### config.mk
export PLATFORM = sky130hd
export DESIGN_NAME = rx_mensagem_torreta
export DESIGN_NICKNAME = d
export VERILOG_FILES = /design/src/rtl/rx_mensagem_torreta_pkg.sv /design/src/rtl/rx_mensagem_torreta_rx_serial.sv /design/src/rtl/rx_mensagem_torreta.sv
export SDC_FILE = /design/constraint.sdc
export NUM_CORES = 1
export LEC_CHECK = 0
export CAP_MARGIN = 20
export CORE_AREA = 2 2 111 91
export DETAILED_ROUTE_END_ITERATION = 10
export DIE_AREA = 0 0 113 93
export PLACE_DENSITY = 0.53
export SETUP_SLACK_MARGIN = 0.05
export SYNTH_ARGS = -nofsm -noshare
export SYNTH_HDL_FRONTEND = slang
export SYNTH_SLANG_ARGS = --single-unit
export TNS_END_PERCENT = 10
### constraint.sdc
create_clock -name clock -period 4.3 [get_ports clock]
set_clock_uncertainty 0.2 [all_clocks]
set_input_delay 0.43 -clock clock [delete_from_list [all_inputs] [get_ports clock]]
set_output_delay 0.43 -clock clock [all_outputs]
set_load 0.1 [all_outputs]
### src/rtl/rx_mensagem_torreta_pkg.sv
// rx_mensagem_torreta_pkg: shared state encodings, ASCII constants and helpers for the turret message receiver.
package rx_mensagem_torreta_pkg;
  localparam int FRAME_LEN = 8;
  localparam int DATA_W = 7;
  localparam logic [DATA_W-1:0] ASCII_ZERO = 7'h30;
  localparam logic [DATA_W-1:0] ASCII_VIRGULA = 7'h2C;
  localparam logic [DATA_W-1:0] ASCII_CERQUILHA = 7'h23;
  typedef enum logic [2:0] {OCIOSO, INICIO, DADOS, PARIDADE, PARADA} rx_estado_t;
  typedef enum logic [1:0] {ANGULO, VIRGULA, DISTANCIA, TERMINADOR} parser_estado_t;
  function automatic logic eh_digito(input logic [DATA_W-1:0] c);
    return c >= ASCII_ZERO && c <= ASCII_ZERO + 7'd9;
  endfunction
  function automatic logic [3:0] bcd(input logic [DATA_W-1:0] c);
    return c[3:0];
  endfunction
endpackage

### src/rtl/rx_mensagem_torreta_rx_serial.sv
// rx_serial_7O1: 7-bit odd-parity UART receiver with input synchronizer and mid-bit sampling.
module rx_serial_7O1
  import rx_mensagem_torreta_pkg::*;
#(
  parameter int CLKS_POR_BIT = 434,
  parameter int N_SYNC = 2
) (
  input  logic              clock,
  input  logic              reset,
  input  logic              entrada_serial,
  output logic [DATA_W-1:0] dado,
  output logic              pronto,
  output logic              erro
);
  localparam int CW = $clog2(CLKS_POR_BIT);
  logic [N_SYNC-1:0] sync_q;
  logic ant_q, par_q, par_d, pronto_q, pronto_d, erro_q, erro_d;
  rx_estado_t est_q, est_d;
  logic [CW-1:0] cnt_q, cnt_d;
  logic [2:0] bit_q, bit_d;
  logic [DATA_W-1:0] sh_q, sh_d;
  logic linha, meio, tick;
  assign linha = sync_q[N_SYNC-1];
  assign meio = cnt_q == CW'(CLKS_POR_BIT / 2 - 1);
  assign tick = cnt_q == CW'(CLKS_POR_BIT - 1);
  assign dado = sh_q;
  assign pronto = pronto_q;
  assign erro = erro_q;
  // Start only on a falling edge, so a break must return high before re-arming.
  always_comb begin
    est_d = est_q;
    cnt_d = cnt_q + CW'(1);
    bit_d = bit_q;
    sh_d = sh_q;
    par_d = par_q;
    pronto_d = 1'b0;
    erro_d = 1'b0;
    case (est_q)
      OCIOSO: begin
        cnt_d = '0;
        bit_d = '0;
        if (ant_q && !linha) est_d = INICIO;
      end
      INICIO: if (meio) begin
        cnt_d = '0;
        est_d = linha ? OCIOSO : DADOS;
      end
      DADOS: if (tick) begin
        cnt_d = '0;
        sh_d = {linha, sh_q[DATA_W-1:1]};
        bit_d = bit_q + 3'd1;
        if (bit_q == 3'(DATA_W - 1)) est_d = PARIDADE;
      end
      PARIDADE: if (tick) begin
        cnt_d = '0;
        par_d = ^{linha, sh_q};
        est_d = PARADA;
      end
      default: if (tick) begin
        cnt_d = '0;
        est_d = OCIOSO;
        pronto_d = linha & par_q;
        erro_d = ~(linha & par_q);
      end
    endcase
  end
  always_ff @(posedge clock) begin
    if (reset) begin
      sync_q <= '1;
      ant_q <= 1'b1;
      est_q <= OCIOSO;
      cnt_q <= '0;
      bit_q <= '0;
      sh_q <= '0;
      par_q <= 1'b0;
      pronto_q <= 1'b0;
      erro_q <= 1'b0;
    end else begin
      sync_q <= {sync_q[N_SYNC-2:0], entrada_serial};
      ant_q <= linha;
      est_q <= est_d;
      cnt_q <= cnt_d;
      bit_q <= bit_d;
      sh_q <= sh_d;
      par_q <= par_d;
      pronto_q <= pronto_d;
      erro_q <= erro_d;
    end
  end
endmodule

### src/rtl/rx_mensagem_torreta.sv
// rx_mensagem_torreta: parses "ddd,ddd#" frames from the serial receiver into held BCD angle/distance digits.
module rx_mensagem_torreta
  import rx_mensagem_torreta_pkg::*;
#(
  parameter int CLKS_POR_BIT = 434,
  parameter int N_SYNC = 2
) (
  input  logic       clock,
  input  logic       reset,
  input  logic       entrada_serial,
  output logic [3:0] angulo_centena,
  output logic [3:0] angulo_dezena,
  output logic [3:0] angulo_unidade,
  output logic [3:0] distancia_centena,
  output logic [3:0] distancia_dezena,
  output logic [3:0] distancia_unidade,
  output logic       mensagem_valida,
  output logic       erro_paridade,
  output logic       erro_formato,
  output logic [3:0] db_estado
);
  logic [DATA_W-1:0] dado;
  logic pronto, erro;
  parser_estado_t pst_q, pst_d;
  logic [1:0] dig_q, dig_d;
  logic [2:0][3:0] sa_q, sd_q, oa_q, od_q;
  logic mv_q, mv_d, ef_q, ef_d, ga, gd;
  rx_serial_7O1 #(.CLKS_POR_BIT(CLKS_POR_BIT), .N_SYNC(N_SYNC)) u_rx (
    .clock(clock), .reset(reset), .entrada_serial(entrada_serial),
    .dado(dado), .pronto(pronto), .erro(erro)
  );
  assign {angulo_centena, angulo_dezena, angulo_unidade} = {oa_q[0], oa_q[1], oa_q[2]};
  assign {distancia_centena, distancia_dezena, distancia_unidade} = {od_q[0], od_q[1], od_q[2]};
  assign mensagem_valida = mv_q;
  assign erro_formato = ef_q;
  assign erro_paridade = erro;
  assign db_estado = {2'b00, pst_q};
  always_comb begin
    pst_d = pst_q;
    dig_d = dig_q;
    mv_d = 1'b0;
    ef_d = 1'b0;
    ga = 1'b0;
    gd = 1'b0;
    if (erro) begin
      pst_d = ANGULO;
      dig_d = '0;
    end else if (pronto) begin
      case (pst_q)
        ANGULO, DISTANCIA: if (eh_digito(dado)) begin
          ga = pst_q == ANGULO;
          gd = pst_q == DISTANCIA;
          dig_d = (dig_q == 2'd2) ? 2'd0 : dig_q + 2'd1;
          if (dig_q == 2'd2) pst_d = (pst_q == ANGULO) ? VIRGULA : TERMINADOR;
        end else ef_d = 1'b1;
        VIRGULA: if (dado == ASCII_VIRGULA) pst_d = DISTANCIA; else ef_d = 1'b1;
        default: if (dado == ASCII_CERQUILHA) begin
          mv_d = 1'b1;
          pst_d = ANGULO;
        end else ef_d = 1'b1;
      endcase
      if (ef_d) begin
        pst_d = ANGULO;
        dig_d = '0;
      end
    end
  end
  always_ff @(posedge clock) begin
    if (reset) begin
      pst_q <= ANGULO;
      dig_q <= '0;
      sa_q <= '0;
      sd_q <= '0;
      oa_q <= '0;
      od_q <= '0;
      mv_q <= 1'b0;
      ef_q <= 1'b0;
    end else begin
      pst_q <= pst_d;
      dig_q <= dig_d;
      mv_q <= mv_d;
      ef_q <= ef_d;
      if (ga) sa_q[dig_q] <= bcd(dado);
      if (gd) sd_q[dig_q] <= bcd(dado);
      if (mv_d) begin
        oa_q <= sa_q;
        od_q <= sd_q;
      end
    end
  end
endmodule

==> impl_summary.log, run 1 <==
[metrics] I/O pin count: 34
[metrics] Post-synth top flop: sky130_fd_sc_hd__dfxtp_1
[metrics] DR iter-0 viols: 88
[metrics] critical-path maximum fanout: 11
[metrics] number of CTS-inserted buffers: 9
[metrics] slew at the pin closest to its max-slew limit: 982.0 ps
[metrics] largest buffer count on any clock path: 2
[metrics] die extent in x: 113 µm
[metrics] clock sink count: 82
[metrics] Worst EP required: 4370 ps
[metrics] first-pass GRT wire length: 12,100 µm
[metrics] Antenna Cells: 0
[metrics] list of cells traversed by the critical path: inv_1 > ha_1 > and4_1 > a31oi_1 > o32a_1 > o21ai_0 > a21boi_0 > mux2_2
[metrics] leading post-synthesis cells by cell area: sky130_fd_sc_hd__dfxtp_1, sky130_fd_sc_hd__mux2i_1, sky130_fd_sc_hd__nand2_1
[metrics] number of flip-flops and latches in the synthesized netlist: 82
[metrics] average wire length per cell after detail routing: 12.92 µm
[metrics] largest area contributor in the netlist: sky130_fd_sc_hd__dfxtp_1
[metrics] initial cell density of the core: 38.08%
[metrics] via count: 2,597
[metrics] Mapped Cells: 401
[metrics] number of global-route vias before repair: 2,533
[metrics] violations in the final reports: design-rule violations
[metrics] DRC Markers: 5
[metrics] cts-stage hold buffer count: 0
[metrics] post-synth top area share: 45.62%
[metrics] number of antenna violations at the first check in global routing: 0
[metrics] post-cts sizing count: 0
[metrics] mean cell area of the mapped netlist: 8.974 µm²
[metrics] total count of hold-check failures in the final report: 0
[metrics] Startpoint Class: register
[metrics] number of iterations in the first detailed-routing pass: 7
[metrics] Area growth syn-to-layout: 17.91%
[metrics] run status: finished with violations
[metrics] minimum clock period: 2777 ps
[metrics] weighted congestion at the end of routability-driven global placement: 0.8286
[metrics] kind of path behind the tightest hold check: register to register
[metrics] final number of max-transition violations: 0
[metrics] async set-reset flop share out of synthesis: 0%
[metrics] ratio of cells with drive above 1 in the final layout: 7.294%
[metrics] achievable frequency: 360.1 MHz
[metrics] number of buffers and inverters on the critical path: 1
[metrics] Design Power: 1.569 mW
[metrics] end point of the most critical hold path: u_rx.sync_q[1]
[metrics] CTS root buf: sky130_fd_sc_hd__clkbuf_16
[metrics] total negative slack: 0 ps
[metrics] Port Buffers: 31
[metrics] library cell with the highest instance count after synthesis: sky130_fd_sc_hd__dfxtp_1
[metrics] post-DR vias/cell: 4.774
[metrics] crit share post-route: 64.59%
[metrics] Top Family by Delay on Critical Path: compound AO/OA/AOI/OAI gates
[metrics] depth of the worst register-to-register path: 8
[metrics] final setup vio count: 0
[metrics] slack of the worst reg-to-reg path: 1520 ps
[metrics] Antenna Nets Post-Route: 0
[metrics] number of setup buffers added after CTS: 0
[metrics] Static Leakage: 1.496 nW
[metrics] Overall Global Routing Usage: 14.68%
[metrics] H-tree depth: 3
[metrics] pin count of the biggest net entering global routing: 43
[metrics] post-layout net count: 441
[metrics] number of enable flip-flop cells after synthesis: 0
[metrics] RSZ-0062 raised after global routing: no
[metrics] startpoint of the lowest-slack register-to-register path: u_rx.dado[2]
[metrics] residual overflow from global routing: 0
[metrics] # rows: 32
[metrics] overall die height: 93 µm
[metrics] Die ar.: 10,510 µm²
[metrics] Critical Path End Type: register
[metrics] cell area after synthesis: 3598 µm²
[metrics] CP Data Arrival Time: 2850 ps
[metrics] power density over the cells: 369.7 nW/µm²
[metrics] type of the worst setup path: register to register
[metrics] Worst Hold Path Cells: 1
[metrics] Worst-Skew Late Latency: 330 ps
[metrics] largest stage delay on the critical path: 670 ps
[metrics] Crit Reg-Reg Endpoint: dig_q[0]
[metrics] # Max-Cap Violations: 0
[metrics] critical path's slowest cell: sky130_fd_sc_hd__o32a_1
[metrics] sequential-to-total area share from yosys stat: 45.62%
[metrics] Yosys cell types: 48
[metrics] count of synthesis-stage warnings from yosys: 0
[metrics] number of inserted filler cells in the final layout: 949
[metrics] clock tree from TritonCTS: built
[metrics] core region area: 9449 µm²
[metrics] Worst slew margin: 34.33%
[metrics] final wirelength: 7030 µm
[metrics] Clock transition at path regs: 60 ps
[metrics] Worst Min Path Start: u_rx.sync_q[0]
[metrics] list of most frequent post-synthesis cells: sky130_fd_sc_hd__dfxtp_1, sky130_fd_sc_hd__nand2_1, sky130_fd_sc_hd__nor2_1
[metrics] worst supply voltage drop on vdd: 0.0002004 V
[metrics] half-perimeter wire length of the detailed placement result: 4759 µm
[final cells by class]
type                            count  area (µm²)  share of cell area [%]
Clock buffer                       13       250.2                   5.898
Clock inverter                      2       37.54                  0.8847
Inverter                           18       67.56                   1.592
Multi-Input combinational cell    278        1784                   42.05
Sequential cell                    82        1642                   38.69
Tap cell                          119       148.9                   3.509
Timing Repair Buffer               32       312.8                   7.372
[through the flow]
step / util, % / cell area (µm²) / std cells / hold WS [ps] / worst slack (ps)
floorplan: - / 3602 / 402 / 189.5 / 1648
detailed placement: 41.86 / 3955 / 529 / 194.5 / 1552
CTS: 44.90 / 4243 / 544 / 209.1 / 1544
finish: 44.90 / 4243 / 544 / 208.4 / 1523
global route: 44.90 / 4243 / 544 / 214.5 / 1285
global placement: 41.86 / 3955 / 529 / 194.9 / 1635
[how the worst max path moves through the flow]
| stage | start | to | slack, ps | cells past startpoint |
|---|---|---|---|---|
| 2_1_floorplan | pst_q[1] | angulo_centena[0] | 1650 | 8 |
| 3_3_place_gp | u_rx.dado[2] | pst_q[1] | 1640 | 8 |
| 6_report | u_rx.dado[2] | dig_q[0] | 1520 | 8 |
| 3_5_place_dp | u_rx.dado[2] | dig_q[0] | 1550 | 8 |
| 5_1_grt | u_rx.dado[2] | dig_q[0] | 1290 | 8 |
| 4_1_cts | u_rx.dado[2] | dig_q[0] | 1540 | 8 |
[registers in the layout, indices dropped and copies added (netlist names), 2 cells and up]
| register | count |
|---|---|
| angulo_unidade | 4 |
| angulo_dezena | 4 |
| distancia_unidade | 4 |
| u_rx.sync_q | 2 |
| u_rx.est_q | 3 |
| dig_q | 2 |
| distancia_dezena | 4 |
| angulo_centena | 4 |
| sd_q | 12 |
| u_rx.dado | 7 |
| u_rx.cnt_q | 9 |
| pst_q | 2 |
| distancia_centena | 4 |
| sa_q | 12 |
| u_rx.bit_q | 3 |
[where the power goes]
part	switching, mW	total (mW)	internal [mW]
Combinational	0.0370	0.0531	0.0161
Sequential	0.00459	0.769	0.764
Clock	0.284	0.747	0.463
[per-layer routing]
layer,wire (µm),up-vias,global-route usage [%]
li1,-,1369,-
met1,3794,1184,20.02
met2,2884,36,21.76
met3,231,8,4.472
met4,119,0,5.793
met5,0,-,0
[cell usage in the layout (no fill, tap or decap), types with 3 or more instances in the layout]
cell type                          n
sky130_fd_sc_hd__nor2_1           61
sky130_fd_sc_hd__or2_2             5
sky130_fd_sc_hd__clkdlybuf4s50_1  30
sky130_fd_sc_hd__xor2_1            3
sky130_fd_sc_hd__inv_1            17
sky130_fd_sc_hd__dfxtp_1          82
sky130_fd_sc_hd__o21ai_0           3
sky130_fd_sc_hd__nand3_1           7
sky130_fd_sc_hd__nor4_4            5
sky130_fd_sc_hd__nor3_1            3
sky130_fd_sc_hd__clkbuf_16         9
sky130_fd_sc_hd__nand2b_1          3
sky130_fd_sc_hd__mux2i_1          31
sky130_fd_sc_hd__clkbuf_1          3
sky130_fd_sc_hd__nand2_1          62
sky130_fd_sc_hd__ha_1             17
sky130_fd_sc_hd__a21oi_1          35
sky130_fd_sc_hd__xnor2_1           8
[cell families (layout without fill, tap and decap cells)]
family	count (synthesis)	in the layout	synth area share [%]
other	1	2	0.1042
multiplexers	32	32	8.936
AO/OA/AOI/OAI	55	55	9.041
AND/OR/NAND/NOR	161	161	22.81
buffers and inverters	42	65	4.902
adder cells (fa/ha/maj)	17	17	5.911
XOR/XNOR	11	11	2.678
flip-flops	82	82	45.62
No activity file was read; power rests on OpenSTA's default activity.
==> inputs of run 2 (changes only) <==
==> constraint.sdc (replaced) <==
create_clock -name clock -period 2.7 [get_ports clock]
set_clock_uncertainty 0.2 [all_clocks]
set_input_delay 0.27 -clock clock [delete_from_list [all_inputs] [get_ports clock]]
set_output_delay 0.27 -clock clock [all_outputs]
set_load 0.1 [all_outputs]
==> run 2 against run 1 <==
  * The flow still finishes with violations (design-rule violations)
  * First-iteration DRC count grew 28%
  * Register-to-register slack lost 1200 ps
  * Fmax grew 18%
  * Clock power grew 66%
  * Worst setup slack lost 1200 ps
  * Final area grew 0.53%
  * Cell count grew 2.0%
  * Wire length grew 2.7%
  * Non-clock buffer count grew 10
  * Global-route usage grew 0.14 points
  * Flip-flop and latch count is the same
  * Sequential power grew 59%
  * Largest power group is now clock
==> impl_summary.log, run 2 (synthesized netlist as in run 1, its figures left out) <==
[metrics] via count: 2,636
[metrics] core region area: 9449 µm²
[metrics] minimum clock period: 2362 ps
[metrics] number of standard cells in the layout, taps in and fillers out: 555
[metrics] DRC Markers: 3
[metrics] post-placement cell count: 539
[metrics] number of setup buffers added after CTS: 0
[metrics] Design Power: 2.550 mW
[metrics] type of the worst setup path: register to register
[metrics] most common library cell in the layout ignoring fill and taps: sky130_fd_sc_hd__dfxtp_1
[metrics] pin count of the biggest net entering global routing: 42
[metrics] Worst-Skew Late Latency: 330 ps
[metrics] kind of path behind the tightest hold check: primary input to register
[metrics] total negative slack: 0 ps
[metrics] slew at the pin closest to its max-slew limit: 505.9 ps
[metrics] final wirelength: 7221 µm
[metrics] clock sink count: 82
[metrics] Startpoint Class: register
[metrics] Antenna Cells: 0
[metrics] # Max-Cap Violations: 0
[metrics] number of CTS-inserted buffers: 9
[metrics] power density over the cells: 597.8 nW/µm²
[metrics] weighted congestion at the end of routability-driven global placement: 0.7457
[metrics] Port Buffers: 31
[metrics] violations in the final reports: design-rule violations
[metrics] critical path's slowest cell: sky130_fd_sc_hd__nor4_4
[metrics] number of antenna violations at the first check in global routing: 0
[metrics] Worst EP required: 2710 ps
[metrics] list of cells traversed by the critical path: inv_1 > ha_1 > and4_1 > a31oi_1 > o32a_1 > buf_4 > nor4_4 > mux2i_1 > nor2_1
[metrics] largest stage delay on the critical path: 380 ps
[metrics] total count of hold-check failures in the final report: 0
[metrics] Antenna Nets Post-Route: 0
[metrics] half-perimeter wire length of the detailed placement result: 5038 µm
[metrics] final number of max-transition violations: 0
[metrics] Area growth syn-to-layout: 18.53%
[metrics] Critical Path End Type: register
[metrics] RSZ-0062 raised after global routing: no
[metrics] H-tree depth: 3
[metrics] post-cts sizing count: 0
[metrics] crit share post-route: 87.49%
[metrics] Die ar.: 10,510 µm²
[metrics] achievable frequency: 423.3 MHz
[metrics] DR iter-0 viols: 113
[metrics] ratio of cells with drive above 1 in the final layout: 16.97%
[metrics] placed inst area: 3959 µm²
[metrics] CTS root buf: sky130_fd_sc_hd__clkbuf_16
[metrics] run status: finished with violations
[metrics] leading cell types in the layout, fill and taps excluded: sky130_fd_sc_hd__dfxtp_1, sky130_fd_sc_hd__nand2_1, sky130_fd_sc_hd__nor2_1
[metrics] die extent in x: 113 µm
[metrics] initial cell density of the core: 38.08%
[metrics] overall die height: 93 µm
[metrics] CP Data Arrival Time: 2370 ps
[metrics] final setup vio count: 0
[metrics] first-pass GRT wire length: 12,290 µm
[metrics] cts-stage hold buffer count: 0
[metrics] Layout Utilization: 45.14%
[metrics] number of global-route vias before repair: 2,565
[metrics] slack of the critical path: 337.9 ps
[metrics] hold slack final: 105.7 ps
[metrics] post-DR vias/cell: 4.750
[metrics] Worst slew margin: 66.02%
[metrics] residual overflow from global routing: 0
[metrics] critical-path maximum fanout: 8
[metrics] # rows: 32
[metrics] average wire length per cell after detail routing: 13.01 µm
[metrics] Worst Setup Slack post-DPL: 325.3 ps
[metrics] Clock transition at path regs: 60 ps
[metrics] number of buffers and inverters on the critical path: 2
[metrics] clock tree from TritonCTS: built
[metrics] final design area excluding fillers: 4265 µm²
[metrics] Static Leakage: 1.616 nW
[metrics] worst supply voltage drop on vdd: 0.0004025 V
[metrics] I/O pin count: 34
[metrics] largest registers in the final layout: sa_q (12), sd_q (12), u_rx.cnt_q (9)
[metrics] largest buffer count on any clock path: 2
[metrics] number of iterations in the first detailed-routing pass: 7
[metrics] Top Family by Delay on Critical Path: simple AND/OR/NAND/NOR gates
[metrics] Overall Global Routing Usage: 14.82%
[metrics] post-layout net count: 451
run 2: final timing paths:
check	start	endpoint	slack, ps	cells past startpoint
worst max-delay path	u_rx.dado[2]	sa_q[1]	340	9
worst min-delay path	reset	pst_q[1]	110	4
worst max register to register	u_rx.dado[2]	sa_q[1]	340	9
worst min register to register	u_rx.sync_q[0]	u_rx.sync_q[1]	210	1
run 2: cell type report:
class / count / area [µm²]
well taps: 119 / 148.9
fillers: 951 / 5184
multi-input cells: 278 / 1784
clock buffers: 12 / 256.5
inverters: 18 / 67.56
clock inverters: 4 / 50.05
flip-flops and latches: 82 / 1643
repair buffers: 42 / 315.3
run 2: worst reg2reg max path, delay by kind of cell, from the launching register on:
family	cells	cell delay [ps]
multiplexers	1	250
flip-flops	1	310
AO/OA/AOI/OAI	2	350
adder cells (fa/ha/maj)	1	150
buffers and inverters	2	360
AND/OR/NAND/NOR	3	620
run 2: routing by layer:
metal,track usage (%),vias up,wire [µm]
li1,-,1383,-
met2,21.86,35,3042
met5,0,-,0
met4,5.183,0,40
met3,4.472,2,178
met1,20.59,1216,3961
run 2: report_power, final:
part | switching [mW] | internal, mW
clock | 0.475 | 0.765
sequential | 0.00688 | 1.22
combinational | 0.0592 | 0.0266
==> inputs of run 3 (changes only) <==
--- a/config.mk
+++ b/config.mk
@@ -9,6 +9,7 @@
 export CORE_AREA = 2 2 111 91
 export DETAILED_ROUTE_END_ITERATION = 10
 export DIE_AREA = 0 0 113 93
+export GPL_ROUTABILITY_DRIVEN = 1
 export PLACE_DENSITY = 0.53
 export SETUP_SLACK_MARGIN = 0.05
 export SYNTH_ARGS = -nofsm -noshare
==> results of run 3 <==
No change in the layout: final DEF, timing and power equal those of run 2.
